**src/rtl/router_fsm_if.sv**
```systemverilog
// Signal bundle between the 1x3 router sequencing FSM and the blocks around it.
// The master side is the environment (source, FIFOs, register and sync blocks).
// The slave side is the FSM itself.
interface router_fsm_if #(
    parameter int ADDR_W = 2
);
    // Inputs to the FSM
    logic              pkt_valid;
    logic [ADDR_W-1:0] data_in;
    logic              fifo_full;
    logic              fifo_empty_0;
    logic              fifo_empty_1;
    logic              fifo_empty_2;
    logic              soft_reset_0;
    logic              soft_reset_1;
    logic              soft_reset_2;
    logic              parity_done;
    logic              low_pkt_valid;

    // Outputs from the FSM
    logic              detect_add;
    logic              lfd_state;
    logic              ld_state;
    logic              laf_state;
    logic              full_state;
    logic              write_enb_reg;
    logic              rst_int_reg;
    logic              busy;

    modport master (
        output pkt_valid, data_in, fifo_full,
        output fifo_empty_0, fifo_empty_1, fifo_empty_2,
        output soft_reset_0, soft_reset_1, soft_reset_2,
        output parity_done, low_pkt_valid,
        input  detect_add, lfd_state, ld_state, laf_state, full_state,
        input  write_enb_reg, rst_int_reg, busy
    );

    modport slave (
        input  pkt_valid, data_in, fifo_full,
        input  fifo_empty_0, fifo_empty_1, fifo_empty_2,
        input  soft_reset_0, soft_reset_1, soft_reset_2,
        input  parity_done, low_pkt_valid,
        output detect_add, lfd_state, ld_state, laf_state, full_state,
        output write_enb_reg, rst_int_reg, busy
    );
endinterface

```
**src/rtl/router_fsm.sv**
```systemverilog
// Packet-sequencing controller for the 1x3 router.
// Decodes the header address, sequences header/payload/parity loading and
// stalls while the selected output FIFO is full. Moore machine: every output
// is a pure decode of the registered state.
module router_fsm #(
    parameter int ADDR_W = 2
) (
    input  logic         clock,
    input  logic         resetn,
    router_fsm_if.slave  bus
);

    typedef enum logic [2:0] {
        DECODE_ADDRESS     = 3'd0,
        LOAD_FIRST_DATA    = 3'd1,
        LOAD_DATA          = 3'd2,
        FIFO_FULL_STATE    = 3'd3,
        LOAD_AFTER_FULL    = 3'd4,
        LOAD_PARITY        = 3'd5,
        CHECK_PARITY_ERROR = 3'd6,
        WAIT_TILL_EMPTY    = 3'd7
    } state_t;

    state_t            state_q, state_d;
    logic [ADDR_W-1:0] addr_q, addr_d;

    logic inEmptySel;
    logic addrEmptySel;
    logic addrSoftSel;

    // Pick the empty/soft-reset flags of the port named by the incoming header and by the latched address
    always_comb begin
        inEmptySel   = 1'b0;
        addrEmptySel = 1'b0;
        addrSoftSel  = 1'b0;
        case (bus.data_in)
            2'd0:    inEmptySel = bus.fifo_empty_0;
            2'd1:    inEmptySel = bus.fifo_empty_1;
            2'd2:    inEmptySel = bus.fifo_empty_2;
            default: inEmptySel = 1'b0;
        endcase
        case (addr_q)
            2'd0: begin
                addrEmptySel = bus.fifo_empty_0;
                addrSoftSel  = bus.soft_reset_0;
            end
            2'd1: begin
                addrEmptySel = bus.fifo_empty_1;
                addrSoftSel  = bus.soft_reset_1;
            end
            2'd2: begin
                addrEmptySel = bus.fifo_empty_2;
                addrSoftSel  = bus.soft_reset_2;
            end
            default: begin
                addrEmptySel = 1'b0;
                addrSoftSel  = 1'b0;
            end
        endcase
    end

    // Capture the header address whenever a byte is presented during address decode
    always_comb begin
        addr_d = addr_q;
        if (state_q == DECODE_ADDRESS && bus.pkt_valid) begin
            addr_d = bus.data_in;
        end
    end

    // Next-state logic; a soft reset of the selected port overrides every other transition
    always_comb begin
        state_d = state_q;
        case (state_q)
            DECODE_ADDRESS: begin
                if (bus.pkt_valid && bus.data_in != 2'd3) begin
                    state_d = inEmptySel ? LOAD_FIRST_DATA : WAIT_TILL_EMPTY;
                end
            end
            LOAD_FIRST_DATA: state_d = LOAD_DATA;
            LOAD_DATA: begin
                if (bus.fifo_full) begin
                    state_d = FIFO_FULL_STATE;
                end else if (!bus.pkt_valid) begin
                    state_d = LOAD_PARITY;
                end
            end
            FIFO_FULL_STATE: begin
                if (!bus.fifo_full) begin
                    state_d = LOAD_AFTER_FULL;
                end
            end
            LOAD_AFTER_FULL: begin
                if (bus.parity_done) begin
                    state_d = DECODE_ADDRESS;
                end else if (bus.low_pkt_valid) begin
                    state_d = LOAD_PARITY;
                end else begin
                    state_d = LOAD_DATA;
                end
            end
            LOAD_PARITY: state_d = CHECK_PARITY_ERROR;
            CHECK_PARITY_ERROR: begin
                state_d = bus.fifo_full ? FIFO_FULL_STATE : DECODE_ADDRESS;
            end
            WAIT_TILL_EMPTY: begin
                if (addrEmptySel) begin
                    state_d = LOAD_FIRST_DATA;
                end
            end
            default: state_d = DECODE_ADDRESS;
        endcase
        if (state_q != DECODE_ADDRESS && addrSoftSel) begin
            state_d = DECODE_ADDRESS;
        end
    end

    // State and address registers with synchronous active-low reset
    always_ff @(posedge clock) begin
        if (!resetn) begin
            state_q <= DECODE_ADDRESS;
            addr_q  <= '0;
        end else begin
            state_q <= state_d;
            addr_q  <= addr_d;
        end
    end

    // Decode the control strobes from the current state only
    always_comb begin
        bus.detect_add    = 1'b0;
        bus.lfd_state     = 1'b0;
        bus.ld_state      = 1'b0;
        bus.laf_state     = 1'b0;
        bus.full_state    = 1'b0;
        bus.write_enb_reg = 1'b0;
        bus.rst_int_reg   = 1'b0;
        bus.busy          = 1'b1;
        case (state_q)
            LOAD_FIRST_DATA: bus.lfd_state = 1'b1;
            LOAD_DATA: begin
                bus.ld_state      = 1'b1;
                bus.write_enb_reg = 1'b1;
                bus.busy          = 1'b0;
            end
            FIFO_FULL_STATE: bus.full_state = 1'b1;
            LOAD_AFTER_FULL: begin
                bus.laf_state     = 1'b1;
                bus.write_enb_reg = 1'b1;
            end
            LOAD_PARITY:        bus.write_enb_reg = 1'b1;
            CHECK_PARITY_ERROR: bus.rst_int_reg   = 1'b1;
            WAIT_TILL_EMPTY:    bus.busy          = 1'b1;
            default: begin
                bus.detect_add = 1'b1;
                bus.busy       = 1'b0;
            end
        endcase
    end

endmodule
```
**src/flat_wrapper.sv**
```systemverilog
// flat-port wrapper written by rule: the top's interface ports become plain ports
module router_fsm_flat 
#(
    parameter int ADDR_W = 2
)
  (clock, resetn, bus_pkt_valid, bus_data_in, bus_fifo_full, bus_fifo_empty_0, bus_fifo_empty_1, bus_fifo_empty_2, bus_soft_reset_0, bus_soft_reset_1, bus_soft_reset_2, bus_parity_done, bus_low_pkt_valid, bus_detect_add, bus_lfd_state, bus_ld_state, bus_laf_state, bus_full_state, bus_write_enb_reg, bus_rst_int_reg, bus_busy);
  router_fsm_if #(.ADDR_W(ADDR_W)) bus_i ();
  input  logic clock;
  input  logic resetn;
  input wire logic [$bits(bus_i.pkt_valid)-1:0] bus_pkt_valid;
  input wire logic [$bits(bus_i.data_in)-1:0] bus_data_in;
  input wire logic [$bits(bus_i.fifo_full)-1:0] bus_fifo_full;
  input wire logic [$bits(bus_i.fifo_empty_0)-1:0] bus_fifo_empty_0;
  input wire logic [$bits(bus_i.fifo_empty_1)-1:0] bus_fifo_empty_1;
  input wire logic [$bits(bus_i.fifo_empty_2)-1:0] bus_fifo_empty_2;
  input wire logic [$bits(bus_i.soft_reset_0)-1:0] bus_soft_reset_0;
  input wire logic [$bits(bus_i.soft_reset_1)-1:0] bus_soft_reset_1;
  input wire logic [$bits(bus_i.soft_reset_2)-1:0] bus_soft_reset_2;
  input wire logic [$bits(bus_i.parity_done)-1:0] bus_parity_done;
  input wire logic [$bits(bus_i.low_pkt_valid)-1:0] bus_low_pkt_valid;
  output wire logic [$bits(bus_i.detect_add)-1:0] bus_detect_add;
  output wire logic [$bits(bus_i.lfd_state)-1:0] bus_lfd_state;
  output wire logic [$bits(bus_i.ld_state)-1:0] bus_ld_state;
  output wire logic [$bits(bus_i.laf_state)-1:0] bus_laf_state;
  output wire logic [$bits(bus_i.full_state)-1:0] bus_full_state;
  output wire logic [$bits(bus_i.write_enb_reg)-1:0] bus_write_enb_reg;
  output wire logic [$bits(bus_i.rst_int_reg)-1:0] bus_rst_int_reg;
  output wire logic [$bits(bus_i.busy)-1:0] bus_busy;
  assign bus_i.pkt_valid = bus_pkt_valid;
  assign bus_i.data_in = bus_data_in;
  assign bus_i.fifo_full = bus_fifo_full;
  assign bus_i.fifo_empty_0 = bus_fifo_empty_0;
  assign bus_i.fifo_empty_1 = bus_fifo_empty_1;
  assign bus_i.fifo_empty_2 = bus_fifo_empty_2;
  assign bus_i.soft_reset_0 = bus_soft_reset_0;
  assign bus_i.soft_reset_1 = bus_soft_reset_1;
  assign bus_i.soft_reset_2 = bus_soft_reset_2;
  assign bus_i.parity_done = bus_parity_done;
  assign bus_i.low_pkt_valid = bus_low_pkt_valid;
  assign bus_detect_add = bus_i.detect_add;
  assign bus_lfd_state = bus_i.lfd_state;
  assign bus_ld_state = bus_i.ld_state;
  assign bus_laf_state = bus_i.laf_state;
  assign bus_full_state = bus_i.full_state;
  assign bus_write_enb_reg = bus_i.write_enb_reg;
  assign bus_rst_int_reg = bus_i.rst_int_reg;
  assign bus_busy = bus_i.busy;
  router_fsm #(.ADDR_W(ADDR_W)) u_core (.clock(clock), .resetn(resetn), .bus(bus_i));
endmodule
```
**config.mk**
```make
export PLATFORM = sky130hd
export DESIGN_NAME = router_fsm_flat
export DESIGN_NICKNAME = d
export VERILOG_FILES = /design/src/rtl/router_fsm_if.sv /design/src/rtl/router_fsm.sv /design/src/flat_wrapper.sv
export SDC_FILE = /design/constraint.sdc
export NUM_CORES = 1
export LEC_CHECK = 0
export BUFFER_PORTS_ARGS = -buffer_cell sky130_fd_sc_hd__buf_2
export CAP_MARGIN = 20
export CORE_ASPECT_RATIO = 0.7
export CORE_MARGIN = 1.5
export CORE_UTILIZATION = 25
export CTS_BUF_LIST = sky130_fd_sc_hd__clkbuf_16
export CTS_CLUSTER_DIAMETER = 150
export DETAILED_ROUTE_END_ITERATION = 6
export GPL_TIMING_DRIVEN = 0
export MAX_ROUTING_LAYER = met4
export PLACE_DENSITY = 0.52
export SLEW_MARGIN = 25
export SYNTH_ARGS = -nofsm -noshare
export SYNTH_HDL_FRONTEND = slang
export SYNTH_SLANG_ARGS = --single-unit
```
**constraint.sdc**
```tcl
create_clock -name clock -period 3.3 [get_ports clock]
set_input_delay 0.66 -clock clock [delete_from_list [all_inputs] [get_ports clock]]
set_output_delay 0.66 -clock clock [all_outputs]
set_load 0.005 [all_outputs]
```
==> run_results.csv <==
group,metric,value,unit
route,finalWirelength,1180,um
clock_network,post_cts_buffers,0,
placement,port_buffers,21,
clock_network,clkTransAtPathRegs,30,ps
die,start_util,0.263,
critical_path,arrival,1380,ps
layout,seq_area,100,um^2
global_route,grt_max_degree,11,
clock_network,hold_buffers,0,
route,route.detailed.drc,0,
global_route,grt_overflow,0,
critical_path,setup.worst_path.start,"u_core.state_q[1]",
flow_run,drv_cap,0,
route,antenna_left,0,
timing,worst_pin_slew,329,ps
yosys,ys_seq_area_frac,0.207,
timing,setup_ws,1260,ps
clock_network,clockBufferDepth,2,
route,drt-met1-wl,623,um
critical_path,reg2reg_from,"u_core.state_q[1]",
route,highest_layer,"met4",
timing,hold_viol_final,0,
layout,multiInputGateArea,347,um^2
yosys,syn_nets,74,
route,vias,523,
status,status,"completed",
timing,setup_viol,0,
route,wl_per_cell,11.0,um
timing,slew_violations,0,
layout,nFillCells,216,
layout,fin_area,696,um^2
placement,hpwl,962,um
power_and_ir_drop,ir_worst_vdd,0.443,mV
timing,tns,0,ps
global_route,antenna_found_initial,0,
yosys,synthCells,60,
critical_path,crit_type,"reg -> out",
critical_path,ff2ff_path_depth,3,
yosys,synthesis.area,483,um^2
layout,final_cell_mix,"buf_2 (22), nand2_1 (6), o21ai_0 (6), dfxtp_1 (5), nand3_1 (4)",
die,die_x,55.5,um
die,rows,13,
critical_path,cp-endpoint,"bus_rst_int_reg",
timing,fmax,491,MHz
timing,layout_min_cycle_time,2040,ps
timing,rsz0062_at_grt,"no",
timing,maxSlewHeadroom,0.780,
critical_path,r2r-end,"u_core.state_q[2]",
layout,layout_commonest_cell,"buf_2",
layout,synthToLayoutAreaGrowth,44.0,%
die,die-height,39.8,um
layout,drive_gt1_frac,0.424,
clock_network,ctsResizeCount,0,
route,first_pass_iters,2,
yosys,synth_cell_types,31,
timing,fin_crit_sh,0.617,
critical_path,critical_path.slowest_cell,"dfxtp_1",
global_route,grtUsageTotal,0.117,
route,viasPerCell,4.89,
die,fp.dieArea,2210,um^2
critical_path,cp_max_fo,10,
placement,gp_congestion,0.720,
critical_path,crit_chain,"dlymetal6s2s_1 > and3_1 > buf_2",
yosys,avgSynthCellArea,8.05,um^2
critical_path,ff2ff_setup_slack,1990,ps
timing,fin_skew,1.40,ps
layout,num_antenna_cells,0,
route,dr.first_iter.drc_count,9,
clock_network,cts_sinks,5,
global_route,grt_pass1_vias,397,
min_path,hp-start,"u_core.addr_q[0]",
power_and_ir_drop,p_leak,0.000335,uW
critical_path,start_kind,"flop",
yosys,yosys_warnings,0,
route,dr_wl_met2,442,um
clock_network,clockRootBuffer,"clkbuf_16",
min_path,hp-class,"reg -> reg",
yosys,ys_ff_latch,5,
critical_path,max_stage_delay,500,ps
route,wl_met3,74,um
global_route,grt_pass1_wl,1790,um
critical_path,endpoint_kind,"output pin",
clock_network,cts_tree,"yes",
power_and_ir_drop,p_per_area,922,nW/um^2
clock_network,h-tree-depth,1,
layout,fin_nets,100,
critical_path,cp.required,2640,ps
placement,place_area,616,um^2
die,pin_count,22,
placement,place_ws,1510,ps
clock_network,cts-buffers-inserted,3,
clock_network,clock_latency,230,ps
die,core-area,1840,um^2
kinds of logic after synthesis:
kind of cell	Yosys count	synth area share
compound gates	20	0.313
buf+inv	5	0.0751
flops	5	0.207
mux	3	0.0622
simple gates	27	0.342
registers in the layout (all words and copies together), names as in the netlist:
signal          count
u_core.addr_q       2
u_core.state_q      3
Yosys cell counts:
master          number  share of area
nand2_1              6          0.047
and3_2               1          0.016
o21a_1               1          0.016
inv_2                2          0.016
nand3b_1             3          0.047
a21boi_0             1          0.016
buf_2                1          0.010
o221ai_2             1          0.031
o21bai_1             1          0.016
dlymetal6s2s_1       1          0.026
o2111ai_1            1          0.018
or2_4                1          0.018
o211ai_1             2          0.031
a21boi_2             2          0.047
o21ai_0              6          0.062
mux2i_1              3          0.062
and2_1               1          0.013
buf_6                1          0.023
nor3_1               2          0.021
nor3_4               1          0.034
a211oi_1             1          0.016
a21oi_1              1          0.010
nand2b_1             2          0.026
and3_1               2          0.026
a21boi_1             2          0.031
nor2_1               1         0.0078
o211a_1              1          0.021
dfxtp_1              5           0.21
nor2b_1              2          0.026
nand3_1              4          0.041
nand3_2              1          0.021
power breakdown:
group	total [uW]	internal, uW	switching, uW	leakage, uW
Sequential	113	82.7	30.7	0.0000410
Combinational	329	161	168	0.000253
Clock	199	158	41.0	0.0000409
Total	641	402	239	0.000335
per-layer routing:
metal	vias up	track usage
met5	-	-
met2	15	0.146
met3	4	0.0462
met4	0	0.0915
li1	273	-
met1	231	0.147
worst min-delay path by stage:
stage / cells after the start / slack (ps) / endpoint
floorplan: 2 / 480 / u_core.addr_q[0]
finish: 2 / 530 / u_core.addr_q[0]
detailed placement: 2 / 530 / u_core.addr_q[0]
CTS: 2 / 540 / u_core.addr_q[0]
global placement: 2 / 530 / u_core.addr_q[0]
global route: 2 / 570 / u_core.addr_q[1]
through the flow:
stage               utilization  hold WS, ps  cells  total power [uW]
finish                    0.378          532    107               641
global route              0.378          567    107               691
CTS                       0.378          538    107               649
detailed placement        0.335          534    103               446
global placement          0.335          532    103               442
floorplan                     -          483     60               345
area by class of cell:
| cell class | instances | area share |
|---|---|---|
| Buffer | 3 | 0.0414 |
| Timing Repair Buffer | 21 | 0.151 |
| Inverter | 2 | 0.0108 |
| Sequential cell | 5 | 0.144 |
| Multi-Input combinational cell | 50 | 0.498 |
| Clock inverter | 1 | 0.00719 |
| Tap cell | 22 | 0.0396 |
| Clock buffer | 3 | 0.108 |
critical path: cells and delay by family (launching register included):
kind                   cells  cell delay, ps
DFF                        1             500
buffers and inverters      2             440
and+or+nand+nor            1             200
No activity file was read; power rests on OpenSTA's default activity.
